File: src/rtl/sa_matmul_sched_if.sv
// Bus bundle for the systolic-array matmul scheduler: start request in,
// memory strobes/addresses, array mode, status and debug state out.
interface sa_matmul_sched_if #(
    parameter int M_W = 8
);
    // i_start is a level request: it is sampled only while the scheduler is
    // IDLE, and is taken (with i_m_len) on the first such rising edge; there
    // is no ready back-pressure, o_busy low means the next start is accepted.
    logic           i_start;
    logic [M_W-1:0] i_m_len;
    logic           o_w_rd_en;
    logic [M_W-1:0] o_w_addr;
    logic           o_in_rd_en;
    logic [M_W-1:0] o_in_addr;
    logic           o_sa_preload;
    logic           o_in_valid;
    logic           o_out_wr_en;
    logic [M_W-1:0] o_out_addr;
    logic           o_busy;
    logic           o_done;
    logic [31:0]    o_cycles;
    logic [2:0]     o_dbg_state;

    modport master (
        output i_start, i_m_len,
        input  o_w_rd_en, o_w_addr, o_in_rd_en, o_in_addr, o_sa_preload,
               o_in_valid, o_out_wr_en, o_out_addr, o_busy, o_done,
               o_cycles, o_dbg_state
    );

    modport slave (
        input  i_start, i_m_len,
        output o_w_rd_en, o_w_addr, o_in_rd_en, o_in_addr, o_sa_preload,
               o_in_valid, o_out_wr_en, o_out_addr, o_busy, o_done,
               o_cycles, o_dbg_state
    );
endinterface

File: src/rtl/sa_matmul_sched.sv
// Weight-stationary systolic matmul scheduler: preload weights, stream inputs,
// drain outputs. Optional performance counter enabled by SA_SCHED_PERF_EN.
module sa_matmul_sched #(
    parameter int NUM_ROWS = 3,
    parameter int NUM_COLS = 3,
    parameter int M_W      = 8
) (
    input  logic            clk,
    input  logic            rst,
    sa_matmul_sched_if.slave bus
);
    localparam int L    = NUM_ROWS + NUM_COLS;
    localparam int SR_W = L - 1;
    localparam logic [M_W-1:0] LAST_W = M_W'(NUM_ROWS - 1);
    localparam logic [M_W-1:0] ONE    = M_W'(1);

    typedef enum logic [2:0] {
        IDLE   = 3'd0,
        LOAD_W = 3'd1,
        STREAM = 3'd2,
        DRAIN  = 3'd3,
        DONE   = 3'd4
    } state_t;

    state_t          state_q, state_d;
    logic [M_W-1:0]  m_len_q, m_len_d;
    logic            w_rd_en_q, w_rd_en_d;
    logic [M_W-1:0]  w_addr_q, w_addr_d;
    logic            in_rd_en_q, in_rd_en_d;
    logic [M_W-1:0]  in_addr_q, in_addr_d;
    logic            sa_preload_q, sa_preload_d;
    logic [SR_W-1:0] sr_q, sr_d;
    logic            out_wr_en_q, out_wr_en_d;
    logic [M_W-1:0]  out_addr_q, out_addr_d;
    logic            busy_q, busy_d;
    logic            done_q, done_d;

    always_comb begin
        state_d = state_q;
        m_len_d = m_len_q;
        case (state_q)
            IDLE: begin
                if (bus.i_start) begin
                    state_d = LOAD_W;
                    m_len_d = bus.i_m_len;
                end
            end
            LOAD_W: begin
                if (w_addr_q == LAST_W) begin
                    state_d = (m_len_q == '0) ? DONE : STREAM;
                end
            end
            STREAM: begin
                if (in_addr_q == m_len_q - ONE) begin
                    state_d = DRAIN;
                end
            end
            DRAIN: begin
                if (out_wr_en_q && (out_addr_q == m_len_q - ONE)) begin
                    state_d = DONE;
                end
            end
            DONE:    state_d = IDLE;
            default: state_d = IDLE;
        endcase

        // Strobes and addresses are computed from the next state so every
        // output lines up with the state it belongs to while still coming
        // straight from a flop. Counters restart at 0 on each state entry.
        w_rd_en_d  = (state_d == LOAD_W);
        w_addr_d   = (w_rd_en_d && w_rd_en_q) ? (w_addr_q + ONE) : '0;
        in_rd_en_d = (state_d == STREAM);
        in_addr_d  = (in_rd_en_d && in_rd_en_q) ? (in_addr_q + ONE) : '0;

        // Memory data arrives one cycle after the read strobe.
        sa_preload_d = w_rd_en_q;

        // sr_q[k] holds the input read strobe from k+1 cycles ago; the write
        // strobe therefore trails the read strobe by exactly L cycles.
        sr_d        = SR_W'({sr_q, in_rd_en_q});
        out_wr_en_d = sr_q[SR_W-1];
        out_addr_d  = (out_wr_en_d && out_wr_en_q) ? (out_addr_q + ONE) : '0;

        busy_d = (state_d != IDLE);
        done_d = (state_d == DONE);
    end

    always_ff @(posedge clk or posedge rst) begin
        if (rst) begin
            state_q      <= IDLE;
            m_len_q      <= '0;
            w_rd_en_q    <= 1'b0;
            w_addr_q     <= '0;
            in_rd_en_q   <= 1'b0;
            in_addr_q    <= '0;
            sa_preload_q <= 1'b0;
            sr_q         <= '0;
            out_wr_en_q  <= 1'b0;
            out_addr_q   <= '0;
            busy_q       <= 1'b0;
            done_q       <= 1'b0;
        end else begin
            state_q      <= state_d;
            m_len_q      <= m_len_d;
            w_rd_en_q    <= w_rd_en_d;
            w_addr_q     <= w_addr_d;
            in_rd_en_q   <= in_rd_en_d;
            in_addr_q    <= in_addr_d;
            sa_preload_q <= sa_preload_d;
            sr_q         <= sr_d;
            out_wr_en_q  <= out_wr_en_d;
            out_addr_q   <= out_addr_d;
            busy_q       <= busy_d;
            done_q       <= done_d;
        end
    end

`ifdef SA_SCHED_PERF_EN
    logic [31:0] cycles_q, cycles_d;
    logic        start_acc;

    // Counts busy cycles including the DONE cycle, so the value seen with
    // o_done equals the start-to-done latency; it then holds until restart.
    always_comb begin
        start_acc = (state_q == IDLE) && bus.i_start;
        cycles_d  = cycles_q;
        if (start_acc) begin
            cycles_d = 32'd1;
        end else if (state_d != IDLE) begin
            cycles_d = cycles_q + 32'd1;
        end
    end

    always_ff @(posedge clk or posedge rst) begin
        if (rst) begin
            cycles_q <= '0;
        end else begin
            cycles_q <= cycles_d;
        end
    end

    assign bus.o_cycles = cycles_q;
`else
    assign bus.o_cycles = '0;
`endif

    assign bus.o_w_rd_en    = w_rd_en_q;
    assign bus.o_w_addr     = w_addr_q;
    assign bus.o_in_rd_en   = in_rd_en_q;
    assign bus.o_in_addr    = in_addr_q;
    assign bus.o_sa_preload = sa_preload_q;
    assign bus.o_in_valid   = sr_q[0];
    assign bus.o_out_wr_en  = out_wr_en_q;
    assign bus.o_out_addr   = out_addr_q;
    assign bus.o_busy       = busy_q;
    assign bus.o_done       = done_q;
    assign bus.o_dbg_state  = state_q;
endmodule

File: src/flat_wrapper.sv
// flat-port wrapper written by rule: the top's interface ports become plain ports
module sa_matmul_sched_flat 
#(
    parameter int NUM_ROWS = 3,
    parameter int NUM_COLS = 3,
    parameter int M_W      = 8
)
  (clk, rst, bus_i_start, bus_i_m_len, bus_o_w_rd_en, bus_o_w_addr, bus_o_in_rd_en, bus_o_in_addr, bus_o_sa_preload, bus_o_in_valid, bus_o_out_wr_en, bus_o_out_addr, bus_o_busy, bus_o_done, bus_o_cycles, bus_o_dbg_state);
  sa_matmul_sched_if #(.M_W(M_W)) bus_i ();
  input  logic clk;
  input  logic rst;
  input wire logic [$bits(bus_i.i_start)-1:0] bus_i_start;
  input wire logic [$bits(bus_i.i_m_len)-1:0] bus_i_m_len;
  output wire logic [$bits(bus_i.o_w_rd_en)-1:0] bus_o_w_rd_en;
  output wire logic [$bits(bus_i.o_w_addr)-1:0] bus_o_w_addr;
  output wire logic [$bits(bus_i.o_in_rd_en)-1:0] bus_o_in_rd_en;
  output wire logic [$bits(bus_i.o_in_addr)-1:0] bus_o_in_addr;
  output wire logic [$bits(bus_i.o_sa_preload)-1:0] bus_o_sa_preload;
  output wire logic [$bits(bus_i.o_in_valid)-1:0] bus_o_in_valid;
  output wire logic [$bits(bus_i.o_out_wr_en)-1:0] bus_o_out_wr_en;
  output wire logic [$bits(bus_i.o_out_addr)-1:0] bus_o_out_addr;
  output wire logic [$bits(bus_i.o_busy)-1:0] bus_o_busy;
  output wire logic [$bits(bus_i.o_done)-1:0] bus_o_done;
  output wire logic [$bits(bus_i.o_cycles)-1:0] bus_o_cycles;
  output wire logic [$bits(bus_i.o_dbg_state)-1:0] bus_o_dbg_state;
  assign bus_i.i_start = bus_i_start;
  assign bus_i.i_m_len = bus_i_m_len;
  assign bus_o_w_rd_en = bus_i.o_w_rd_en;
  assign bus_o_w_addr = bus_i.o_w_addr;
  assign bus_o_in_rd_en = bus_i.o_in_rd_en;
  assign bus_o_in_addr = bus_i.o_in_addr;
  assign bus_o_sa_preload = bus_i.o_sa_preload;
  assign bus_o_in_valid = bus_i.o_in_valid;
  assign bus_o_out_wr_en = bus_i.o_out_wr_en;
  assign bus_o_out_addr = bus_i.o_out_addr;
  assign bus_o_busy = bus_i.o_busy;
  assign bus_o_done = bus_i.o_done;
  assign bus_o_cycles = bus_i.o_cycles;
  assign bus_o_dbg_state = bus_i.o_dbg_state;
  sa_matmul_sched #(.NUM_ROWS(NUM_ROWS), .NUM_COLS(NUM_COLS), .M_W(M_W)) u_core (.clk(clk), .rst(rst), .bus(bus_i));
endmodule
File: config.mk
export PLATFORM = sky130hd
export DESIGN_NAME = sa_matmul_sched_flat
export DESIGN_NICKNAME = d
export VERILOG_FILES = /design/src/rtl/sa_matmul_sched_if.sv /design/src/rtl/sa_matmul_sched.sv /design/src/flat_wrapper.sv
export SDC_FILE = /design/constraint.sdc
export NUM_CORES = 1
export LEC_CHECK = 0
export ABC_AREA = 1
export BUFFER_PORTS_ARGS = -buffer_cell sky130_fd_sc_hd__buf_2
export CORE_MARGIN = 5
export CORE_UTILIZATION = 33
export CTS_CLUSTER_DIAMETER = 40
export DETAILED_ROUTE_END_ITERATION = 10
export PLACE_DENSITY = 0.64
export SETUP_SLACK_MARGIN = 0.4
export SLEW_MARGIN = 40
export SYNTH_ARGS = -nofsm -noshare
export SYNTH_HDL_FRONTEND = slang
export SYNTH_SLANG_ARGS = --single-unit
File: constraint.sdc
create_clock -name clk -period 2.25 [get_ports clk]
set_clock_uncertainty 0.15 [all_clocks]
set_input_delay 0.45 -clock clk [delete_from_list [all_inputs] [get_ports clk]]
set_output_delay 0.45 -clock clk [all_outputs]
set_load 0.02 [all_outputs]
==> run metrics, run 1 <==
fin crit share=87.2%; final net count=393; initial drt markers=130; area grow syn2layout=19.1%; Max Clk Rate=510 MHz; post-route ant nets=0; largest net degree at the start of global routing=25; Critical Path RT=2.32 ns; fill count=806; Rel. slew slack=65.0%; worst slack, placed=0.168 ns; Setup TNS=0 ns; via/cell ratio=4.55; total of warnings raised by yosys=0; final setup margin=0.288 ns; Hold Fails Final Rpt=0; num rows=32; Crit Path Class=flop to flop; hold_buf cts=0; Remaining Overflow, GRT=0; vias=2184; initial core utilization=33.5%; total global routing track utilization=12.6%; IO Port Bufs=44; Cell Area, Synth=2560 sq um; EDFF count, synth=0; final hold slack=0.0354 ns; asr flop ratio synth=100%; maximum VDD drop=0.223 mV; RSZ-0062 raised after global routing=true; Crit-path slowest cell=dfrtp_1; Synth Area per Inst=8.02 sq um; Crit path largest cell delay=0.46 ns; Worst Path Max Fanout=8; cell mode on critical path=nand2_1; CTS Root Cell=clkbuf_8; crit path launch type=flop; post-synthesis sequential area ratio=45.0%; H-tree Lvls=2; die area=9620 sq um; Distinct cells, synth=29; Crit Reg-Reg Startpoint=u_core.m_len_q[3]; Top FF cell, synth=dfrtp_1; Core Box Area=7650 sq um; Max-Cap Viols=0; CTS buffer count=5; crit path time final=1.96 ns; CTS Sinks=46; die height=98.1 um; initial antenna violation count=0; Seq cells post-synth=46; global-route wire length before repair=9990 um; HP Class=primary input to asynchronous set/reset pin; Cells after Synth=319; fin. max-slew vios=0; final wirelength=6090 um; clock-pin slew on the worst setup and hold paths=0.08 ns; CP bufs+invs=0; Max Root-Sink Buffers=2; vias in the first global route=2237; Critical Path End Type=flop; most frequent cells in the layout=nand2_1, dfrtp_1, buf_2, nor2_1, inv_1; Worst-Skew Late Latency=0.29 ns; crit-path cells=nor2_2 > nand3_1 > nand2_1 > nand2_1 > nand2_1 > nand2_1 > nor2_1 > nand3_2 > nand2_4 > nand4_4 > nor2_1; Worst EP arrival=2.03 ns; leading cell type in the layout, fill and taps excluded=nand2_1; first-pass detailed-route iteration total=5; WP depth=11; GPL Wtd Cong=0.919; Ports=77; DR WL/cell=12.7 um; RR Endpoint=u_core.bus.o_in_addr[0]; outcome=finished, final reports clean; reg2reg setup slack=0.29 ns; leakage=1.59 nW; final setup fails=0; FF-to-FF path depth=11; power per cell area=492 nW/um^2; CP top delay family=simple AND/OR/NAND/NOR gates; Remaining DRCs=0; CTS tree=built; DP HPWL=4750 um; share of cells above drive strength 1=23.5%; Tightest Pin Transition=0.524 ns; Die Wd=98.1 um; antenna diode count=0
area by class of cell:
cell class                 count  area [sq um]  share of cell area [%]
inverter                      39           146                    4.80
clock inverter                 1          30.0                   0.985
timing repair buffer          54           308                    10.1
tap                          102           128                    4.19
sequential                    46          1150                    37.8
multi-input combinational    231          1210                    39.6
clock buffer                   7          76.3                    2.50
cell families after synthesis:
family / after synthesis / synth area share, %
simple gates: 165 / 29.8
buf+inv: 73 / 15.4
flops: 46 / 45.0
compound gates: 20 / 4.01
xor+xnor: 8 / 2.74
fa+ha+maj: 5 / 2.44
other cells: 1 / 0.146
mux: 1 / 0.440
registers in the layout, summed over array words and instances (netlist names):
name	flops
u_core.bus.o_in_addr	8
u_core.bus.o_out_addr	8
u_core.bus.o_w_addr	8
u_core.m_len_q	8
u_core.sr_q	5
u_core.bus.o_dbg_state	3
u_core.bus.o_busy	1
u_core.bus.o_done	1
u_core.bus.o_in_rd_en	1
u_core.bus.o_out_wr_en	1
u_core.bus.o_sa_preload	1
u_core.bus.o_w_rd_en	1
how the worst max path moves through the flow:
| stage | slack, ns | endpoint | startpoint |
|---|---|---|---|
| after CTS | 0.30 | u_core.bus.o_in_addr[0] | u_core.m_len_q[1] |
| after floorplan | 0.40 | u_core.bus.o_busy | u_core.m_len_q[0] |
| final | 0.29 | u_core.bus.o_in_addr[0] | u_core.m_len_q[3] |
| after global placement | 0.29 | u_core.bus.o_in_addr[2] | u_core.m_len_q[0] |
| after global routing | 0.1 | u_core.bus.o_in_addr[4] | u_core.m_len_q[1] |
| after detailed placement | 0.17 | u_core.bus.o_in_addr[3] | u_core.bus.o_w_addr[0] |
metrics by stage:
step	instance area [sq um]	utilization [%]	total power, mW	instances
after floorplan	2710	-	0.944	350
after CTS	3020	39.5	1.52	479
after global placement	2830	37.0	0.919	464
after global routing	3050	39.9	1.57	480
final	3050	39.9	1.50	480
after detailed placement	2830	37.0	0.919	464
layer usage:
layer | wire [um] | GRT usage [%] | up-vias
li1 | - | - | 1064
met1 | 2510 | 14.4 | 1049
met2 | 3160 | 23.2 | 65
met3 | 363 | 3.14 | 6
met4 | 53 | 3.09 | 0
met5 | 0 | 0 | -
Yosys cell counts, types with 2 or more instances:
cell | n | area (sq um)
o21ai_0 | 3 | 15.0
nor3_1 | 13 | 65.1
nand3b_1 | 3 | 22.5
dfrtp_1 | 46 | 1150
or2_2 | 2 | 12.5
nor2_2 | 4 | 25.0
nand4_1 | 4 | 25.0
nand2_1 | 57 | 214
nand2_2 | 2 | 12.5
a21oi_1 | 14 | 70.1
ha_1 | 5 | 62.6
nor3b_1 | 4 | 30.0
nand3_1 | 26 | 130
buf_4 | 32 | 240
nor2_1 | 44 | 165
and3_1 | 2 | 12.5
xor2_1 | 7 | 61.3
inv_1 | 39 | 146
o21ai_1 | 2 | 10.0
where the power goes:
part | internal (mW) | total [mW] | leakage, nW | switching, mW
Clock | 0.333 | 0.598 | 0.0524 | 0.266
Combinational | 0.00971 | 0.0769 | 1.01 | 0.0672
Sequential | 0.826 | 0.826 | 0.529 | 0
timing repair:
item,CTS,global route
setup endpoints to repair,22,21
resized for setup,9,7
pin swaps,7,1
setup buffers,7,1
Note: power is estimated with default switching activity, not from simulation.
==> run 2: changes to the inputs <==
--- a/config.mk
+++ b/config.mk
@@ -5,13 +5,14 @@
 export SDC_FILE = /design/constraint.sdc
 export NUM_CORES = 1
 export LEC_CHECK = 0
-export ABC_AREA = 1
+export ABC_AREA = 0
 export BUFFER_PORTS_ARGS = -buffer_cell sky130_fd_sc_hd__buf_2
 export CORE_MARGIN = 5
 export CORE_UTILIZATION = 33
 export CTS_CLUSTER_DIAMETER = 40
 export DETAILED_ROUTE_END_ITERATION = 10
 export PLACE_DENSITY = 0.64
+export REMOVE_ABC_BUFFERS = 1
 export SETUP_SLACK_MARGIN = 0.4
 export SLEW_MARGIN = 40
 export SYNTH_ARGS = -nofsm -noshare
==> run metrics, run 2 <==
Power, Total=3.49 mW; share of the synthesized area in the top cell type=43.9%; Clk pwr share=21.8%; EDFF count, synth=0; crit path launch type=flop; Critical Path End Type=flop; die height=99.1 um; Distinct cells, synth=46; area grow syn2layout=25.0%; vias in the first global route=1999; Cell Area, Synth=2620 sq um; CP bufs+invs=2; Max Root-Sink Buffers=2; count leader, synth=dfrtp_1; initial drt markers=112; CTS tree=built; top sig layer=met4; commonest cells in the netlist=dfrtp_1, buf_4, nor2_1; share of cells above drive strength 1=35.6%; initial core utilization=33.9%; vias=2046; Gate power share=43.6%; Sw Share=38.4%; Cells after Synth=264; Remaining DRCs=0; outcome=complete, but fails checks; Core Box Area=7730 sq um; power per cell area=1060 nW/um^2; CP top delay family=simple AND/OR/NAND/NOR gates; Crit path largest cell delay=0.57 ns; total global routing track utilization=12.8%; IO Port Bufs=44; Crit-path slowest cell=or4_1; Tightest Pin Transition=0.591 ns; Ports=77; Psw=1.34 mW; post-route ant nets=0; Max Clk Rate=438 MHz; fin crit share=101%; most frequent cells in the layout=buf_2, dfrtp_1, conb_1, nor2_1, buf_4; Rel. slew slack=60.6%; antenna diode count=0; total of warnings raised by yosys=0; Synth Area in XOR/XNOR=11.7%; multiplexer share of the synthesized area=2.58%; post-synthesis sequential area ratio=43.9%; DP HPWL=4360 um; share of power burned in registers=34.6%; Worst EP arrival=2.32 ns; Hold Fails Final Rpt=0; first-pass detailed-route iteration total=4; via/cell ratio=4.75; largest family of logic cells by synthesized area=simple AND/OR/NAND/NOR gates; fill count=752; GPL Wtd Cong=0.874; final setup fails=10; CTS Root Cell=clkbuf_8; Pint=2.15 mW; final wirelength=6340 um; Die Wd=99.1 um; final net count=344; H-tree Lvls=2; Top FF cell, synth=dfrtp_1; Worst-Skew Late Latency=0.30 ns; maximum VDD drop=0.370 mV; die area=9830 sq um; HP Class=primary input to asynchronous set/reset pin; RSZ-0062 raised after global routing=true; post-synthesis compound-gate area fraction=7.82%; leakage=1.57 nW; met2 WL=2960 um; Synth area leaders=dfrtp_1, buf_4, xor2_1; Seq cells post-synth=46; final setup margin=-0.0318 ns; post-route core utilization=42.4%; Yosys top cell by area=dfrtp_1; Met3 Wirelength=299 um; CTS buffer count=5; clock-pin slew on the worst setup and hold paths=0.09 ns; asr flop ratio synth=100%; fin. max-slew vios=0; Remaining Overflow, GRT=0; final hold slack=0.141 ns; Worst Path Max Fanout=10; Max-Cap Viols=0; Crit Path Class=flop to flop; crit path time final=2.28 ns; failing checks=negative setup slack; Post-Synth Adder-Cell Area=2.39%; CTS Sinks=46; num rows=32; metal1 wirelength=2980 um; Post-Synth Simple-Gate Area=19.5%; hold_buf cts=0; Synth Area per Inst=9.93 sq um; largest net degree at the start of global routing=47; crit-path cells=or4_1 > a31oi_1 > o31ai_2 > buf_4 > a2111oi_4 > buf_6 > nor4_1; Critical Path RT=2.29 ns; worst slack, placed=-0.138 ns; DR WL/cell=14.7 um; global-route wire length before repair=10200 um; initial antenna violation count=0
run 2: power by group through the flow:
stage | clock network [mW] | logic (mW) | registers (mW)
2_1_floorplan | 0 | 0.742 | 1.31
3_3_place_gp | 0 | 1.30 | 1.21
3_5_place_dp | 0 | 1.32 | 1.21
4_1_cts | 0.776 | 1.45 | 1.20
5_1_grt | 0.813 | 1.66 | 1.23
6_report | 0.760 | 1.52 | 1.21
run 2: cell type report:
cell class                 instances  area [sq um]  share of cell area, %
inverter                           4          15.0                  0.458
clock buffer                       6          82.6                   2.52
sequential                        46          1150                   35.2
clock inverter                     2          60.1                   1.83
tap                              102           128                   3.89
multi-input combinational        203          1440                   43.8
timing repair buffer              68           404                   12.3
run 2: logic make-up after synthesis:
family / count (synthesis)
adder cells (fa/ha/maj): 5
AO/OA/AOI/OAI: 26
XOR/XNOR: 35
AND/OR/NAND/NOR: 98
buffers and inverters: 47
other: 1
multiplexers: 6
flip-flops: 46
run 2: layer usage:
| layer | vias up | GRT usage, % |
|---|---|---|
| li1 | 975 | - |
| met1 | 994 | 17.8 |
| met2 | 71 | 19.9 |
| met3 | 6 | 2.52 |
| met4 | 0 | 4.41 |
| met5 | - | 0 |
run 2: tightest hold or removal path: cells and delay by family:
| kind | cells | cell delay [ns] |
|---|---|---|
| buffers and inverters | 3 | 0.61 |
run 2: metrics by stage:
step                setup TNS (ns)  instances  cell area, sq um
floorplan                    -3.14        252              2440
global placement                 0        416              2930
detailed placement          -0.836        416              2930
CTS                              0        427              3200
global route                 -1.16        431              3280
finish                      -0.214        431              3280
run 2: timing repair:
action,CTS,global route
pin swaps,13,3
cloned,1,0
setup endpoints to repair,21,21
setup buffers,2,4
gates resized for setup,21,12
run 2: final timing paths:
check	startpoint	cells past startpoint	end	slack [ns]
max	u_core.m_len_q[0]	7	u_core.bus.o_in_addr[1]	-0.03
min	rst	3	u_core.bus.o_in_addr[3]	0.14
max reg2reg	u_core.m_len_q[0]	7	u_core.bus.o_in_addr[1]	-0.03
min reg2reg	u_core.sr_q[3]	0	u_core.sr_q[4]	0.20
max in group asynchronous	rst	3	u_core.bus.o_w_addr[4]	1.39
min in group clk	u_core.sr_q[3]	0	u_core.sr_q[4]	0.20
